==> config.mk <==
export PLATFORM = sky130hd
export DESIGN_NAME = hazard_ctrl
export DESIGN_NICKNAME = d
export VERILOG_FILES = /design/src/rtl/hazard_ctrl.sv
export SDC_FILE = /design/constraint.sdc
export NUM_CORES = 1
export LEC_CHECK = 0
export BUFFER_PORTS_ARGS = -buffer_cell sky130_fd_sc_hd__buf_2
export CAP_MARGIN = 0
export CORE_MARGIN = 10
export CORE_UTILIZATION = 41
export DETAILED_ROUTE_END_ITERATION = 6
export PLACE_DENSITY = 0.76
export SYNTH_ARGS = -nofsm -noshare
export SYNTH_HDL_FRONTEND = slang
export SYNTH_SLANG_ARGS = --single-unit
==> constraint.sdc <==
create_clock -name clk -period 1.4 [get_ports clk]
set_input_delay 0.35 -clock clk [delete_from_list [all_inputs] [get_ports clk]]
set_output_delay 0.35 -clock clk [all_outputs]
set_load 0.01 [all_outputs]
==> src/rtl/hazard_ctrl.sv <==
// -----------------------------------------------------------------------------
// hazard_ctrl
//
// Decode-stage hazard controller for an in-order pipeline with no forwarding.
// It sits directly upstream of the ID/EX pipeline register and drives three
// controls:
//   - pipe_stall_out : hold the PC and the IF/ID register
//   - bubble_out     : zero every ID/EX control field (inject a NOP)
//   - idex_en_out    : enable for the ID/EX register
//
// Operation:
//   A three-entry scoreboard (EX, MEM, WB) records which destination
//   registers are still in flight. An instruction in decode that reads a
//   register still held by a live entry is a RAW hazard. Entries age out by
//   shifting one stage per unstalled cycle.
//
// Priority when several conditions are active together:
//   mem_stall_in > flush_in > hazard
//
// Parameters:
//   WB_BYPASS - 1: the register file writes before it reads, so the WB entry
//                  is never compared.
//               0: the WB entry is compared as well.
//   REG_W     - register-number width.
//
// Optional build macro:
//   HAZARD_STALL_CNT_EN - when defined, a saturating 16-bit counter of hazard
//                         stall cycles drives stall_cnt_out. When undefined,
//                         no counter is built and stall_cnt_out is tied to 0.
// -----------------------------------------------------------------------------
module hazard_ctrl #(
  parameter int WB_BYPASS = 1,
  parameter int REG_W     = 3
) (
  input  logic             clk,
  input  logic             rst,
  input  logic [REG_W-1:0] rs_num_in,
  input  logic             rs_vld_in,
  input  logic [REG_W-1:0] rt_num_in,
  input  logic             rt_vld_in,
  input  logic [REG_W-1:0] dst_reg_num_in,
  input  logic             RegWriteEN_in,
  input  logic             flush_in,
  input  logic             mem_stall_in,
  output logic             pipe_stall_out,
  output logic             bubble_out,
  output logic             idex_en_out,
  output logic [15:0]      stall_cnt_out
);

  // One in-flight register writer.
  typedef struct packed {
    logic             vld;
    logic [REG_W-1:0] num;
  } sb_entry_t;

  localparam sb_entry_t SB_EMPTY = '{vld: 1'b0, num: '0};

  sb_entry_t sb_ex;
  sb_entry_t sb_mem;
  sb_entry_t sb_wb;

  logic hazard;
  logic rs_hit;
  logic rt_hit;

  // A scoreboard entry blocks reader r only while it is live.
  function automatic logic entry_hit(input sb_entry_t e,
                                     input logic [REG_W-1:0] r);
    return e.vld && (e.num == r);
  endfunction

  // Register r is blocked by any compared scoreboard entry.
  // With WB_BYPASS=1 the register file writes before it reads, so the WB
  // entry can never cause a stale read and is excluded.
  function automatic logic reg_busy(input logic [REG_W-1:0] r,
                                    input sb_entry_t ex_e,
                                    input sb_entry_t mem_e,
                                    input sb_entry_t wb_e);
    return entry_hit(ex_e, r) || entry_hit(mem_e, r) ||
           ((WB_BYPASS == 0) && entry_hit(wb_e, r));
  endfunction

  // Hazard detection and pipeline controls.
  // These are purely combinational from the scoreboard and decode inputs.
  // r0 is treated as a normal register; it gets no special case.
  always_comb begin
    // NOTE: every signal written here receives a value on every path, so no latch is inferred.
    rs_hit = rs_vld_in && reg_busy(rs_num_in, sb_ex, sb_mem, sb_wb);
    rt_hit = rt_vld_in && reg_busy(rt_num_in, sb_ex, sb_mem, sb_wb);
    hazard = rs_hit || rt_hit;

    // A memory stall freezes the whole pipe, including ID/EX.
    idex_en_out = !mem_stall_in;

    // A flush overrides a hazard. The wrong-path instruction in decode is
    // discarded, so there is no reason to hold the front end for it.
    pipe_stall_out = mem_stall_in || (hazard && !flush_in);

    // While the pipe is held, ID/EX keeps its contents and no bubble is
    // injected. Otherwise a hazard or a flush puts a NOP into ID/EX.
    bubble_out = !mem_stall_in && (hazard || flush_in);
  end

  // Scoreboard shift register.
  //   - mem_stall_in=1: every entry holds, and any pending flush waits,
  //     because EX is frozen and the branch stays resolved.
  //   - otherwise: each entry advances one stage, and decode enters EX
  //     unless it was replaced by a bubble.
  // Admitting an instruction only when it is not bubbled means a stalled
  // instruction enters the scoreboard exactly once, when it finally issues.
  // A branch already in EX keeps its own entry, so a JAL writing r7 still
  // blocks readers of r7.
  always_ff @(posedge clk or posedge rst) begin
    if (rst) begin
      // NOTE: sequential state is updated with non-blocking assignments so every stage shifts from pre-edge values.
      sb_ex  <= SB_EMPTY;
      sb_mem <= SB_EMPTY;
      sb_wb  <= SB_EMPTY;
    end else if (!mem_stall_in) begin
      sb_wb  <= sb_mem;
      sb_mem <= sb_ex;
      if (bubble_out) begin
        sb_ex <= SB_EMPTY;
      end else begin
        sb_ex <= '{vld: RegWriteEN_in, num: dst_reg_num_in};
      end
    end
  end

`ifdef HAZARD_STALL_CNT_EN
  logic [15:0] stall_cnt;

  // Count clock edges on which decode is held purely by a RAW hazard.
  // The count saturates at all-ones rather than wrapping.
  always_ff @(posedge clk or posedge rst) begin
    if (rst) begin
      stall_cnt <= 16'h0000;
    end else if (!mem_stall_in && hazard && !flush_in &&
                 (stall_cnt != 16'hFFFF)) begin
      stall_cnt <= stall_cnt + 16'h0001;
    end
  end

  assign stall_cnt_out = stall_cnt;
`else
  assign stall_cnt_out = 16'h0000;
`endif

endmodule

==> impl_results.md <==
- Outcome: complete, but fails checks
- Failing checks: negative setup slack
- Grt ovf: 0
- Final #Nets: 104
- Lkg Pwr: 0.000407 uW
- Clock network power share: 26.4%
- DRT iter0 DRCs: 7
- CTS tree: done
- Crit path launch type: flop
- Die height: 58.2 microns
- Diode count: 0
- Post-synthesis cell area: 599 sq um
- Synth Register Bits: 8
- RR Endpoint: sb_ex[0]
- GRT Total Usage: 8.04%
- Distinct cells, synth: 15
- Yosys warning count: 0
- RSZ-0062 raised after global routing: yes
- CP Max Fanout: 3
- DRC violation count after routing: 0
- Chip Width: 58.2 microns
- Worst setup margin: -373 ps
- Tmin final: 1770 ps
- Layout area overhead: 28.6%
- Cells on worst reg2reg path: 7
- CP Launch Point: sb_ex[1]
- Final setup vio count: 6
- Die ar.: 3390 sq um
- Design area: 771 sq um
- Max Cap Viol: 0
- Worst-Skew Late Latency: 250 ps
- Reg-to-reg slack, setup: -80 ps
- Tcrit/Tclk final: 127%
- TNS Setup: -1010 ps
- Site row count: 13
- Comb power frac: 31.4%
- Routed WL: 1350 microns
- Worst vdd ir: 0.452 mV
- Syn_area_per_cell: 10.2 sq um
- Setup crit end kind: primary output
- Tightest Hold Check Type: input pin to asynchronous set/reset pin
- Worst setup path category: flop to primary output
- Gpl congestion: 0.737
- Dpl cell area: 682 sq um
- DR pass1 iterations: 4
- Fin Clk Skew: 1.31 ps
- NetSw: 204 uW
- Number of I/O port buffers: 18
- Vias in the first global route: 510
- Hold-fix buffers at CTS: 0
- TritonCTS Buffers: 3
- Placed insts: 95
- Crit path capture: bubble_out
- Int Pwr: 475 uW
- Initial antenna violation count: 0
- Ratio of cells with drive above 1 in the final layout: 50.0%
- Crit path DAT: 1420 ps
- Power share of the sequential group: 42.2%
- Root Buffer: clkbuf_4
- Vias per cell: 4.37
- Switching Share: 30.1%
- Fin cells: 101
- First-pass GRT wire length: 2210 microns
- Crit path required time: 1050 ps
- Boundary pin count: 35
- Endpoints failing hold: 0
- FF-to-FF Start: sb_ex[1]
- # H-tree levels: 1
- Core Area: 1330 sq um
- Maximum buffer depth of the clock tree: 2
- Clk sink count: 8
- Post-route ant nets: 0
- Pwr Density: 881 nW/um^2
- Pin count of the biggest net entering global routing: 12
- Routed vias: 441
- Placed wire-length estimate: 1190 microns
- Starting density of the core: 44.9%
- Post-synthesis sequential area ratio: 33.4%
- Clk pin slew, worst setup/hold paths: 60 ps
- Max Fclk: 564 MHz
- Post-DR wirelength/cell: 13.4 microns
- Final Max Tran Viols: 0
- Cells after Synth: 59
## layer usage
metal	track usage, %	vias to the layer above	part of all wire, %
li1	-	225	-
met1	8.45	187	43
met2	12.3	27	44
met3	4.36	2	12
met4	5.03	0	1.0
met5	0	-	0
## cells in the mapped netlist (all sizes together)
cell	count	area, sq um
mux2	4	45.0
nand4	4	25.0
o21ai	1	5.00
nor2	1	3.75
a32o	4	40.0
dfrtp	8	200
xnor2	12	105
a21oi	1	5.00
buf	16	120
inv	3	11.3
a22oi	1	21.3
conb	1	3.75
nand2	2	10.0
clkbuf	1	3.75
## worst min path at each step
stage / startpoint / endpoint / slack [ps]
floorplan: rst / sb_ex[0] / 170
CTS: rst / sb_ex[2] / 40
detailed placement: rst / sb_ex[2] / 310
global placement: rst / sb_ex[2] / 300
global route: rst / sb_ex[3] / 50
finish: rst / sb_ex[2] / 30
## logic make-up after synthesis
logic type | after synthesis | share of synthesized area [%]
other | 1 | 0.626
xor gates and xnor gates | 12 | 17.5
muxes | 4 | 7.52
DFF | 8 | 33.4
buffers and inverters | 20 | 22.5
and+or+nand+nor | 7 | 6.47
AOI/OAI and AO/OA | 7 | 11.9
## cells in the final DEF, fill, tap and decap left out
cell and n:
a32o_1 4, buf_6 1, nand4_1 4, mux2_2 4, a21oi_2 1, clkbuf_4 3
xnor2_1 7, buf_4 7, o21ai_1 1, dfrtp_2 2, xnor2_2 5, inv_1 3
a22oi_4 1, nand2_2 1, nand2_1 1, buf_2 18, conb_1 16, dfrtp_1 6
nor2_1 1
## stage by stage
stage                     power, uW  worst slack (ps)  utilization (%)  hold WS (ps)
after floorplan                 431            -0.883                -           166
after global placement          463              -161             51.1           303
after detailed placement        470              -200             51.1           307
after CTS                       649              -399             53.4          38.2
after global routing            721              -450             57.8          47.1
final                           679              -373             57.8          26.1
## flip-flops by register name (all words and copies together) (netlist names)
signal,count
sb_ex,4
sb_mem,4
## critical path, stage by stage, from the launching register on
cell     delay, ps
dfrtp_2        440
xnor2_2        140
nand4_1         90
nand2_2         80
a22oi_4        200
a21oi_2         80
buf_2          140
## power groups by stage
stage | Combinational [uW] | Sequential [uW] | Clock [uW]
after floorplan | 150 | 281 | 0
after global placement | 180 | 284 | 0
after detailed placement | 184 | 286 | 0
after CTS | 188 | 282 | 179
after global routing | 235 | 291 | 194
final | 213 | 287 | 179
## layout make-up
| type | instances | area [sq um] |
|---|---|---|
| multi-input cells | 46 | 362 |
| well taps | 15 | 18.8 |
| clock buffers | 3 | 22.5 |
| fillers | 129 | 563 |
| flip-flops and latches | 8 | 203 |
| inverters | 3 | 11.3 |
| repair buffers | 26 | 154 |
## what timing repair did
| item | CTS | global route |
|---|---|---|
| gates resized for setup | 0 | 8 |
| setup buffers | 2 | 2 |
| endpoints found under the setup margin | 6 | 6 |
| pin swaps | 6 | 13 |
Power figures use the tool's default switching activity.
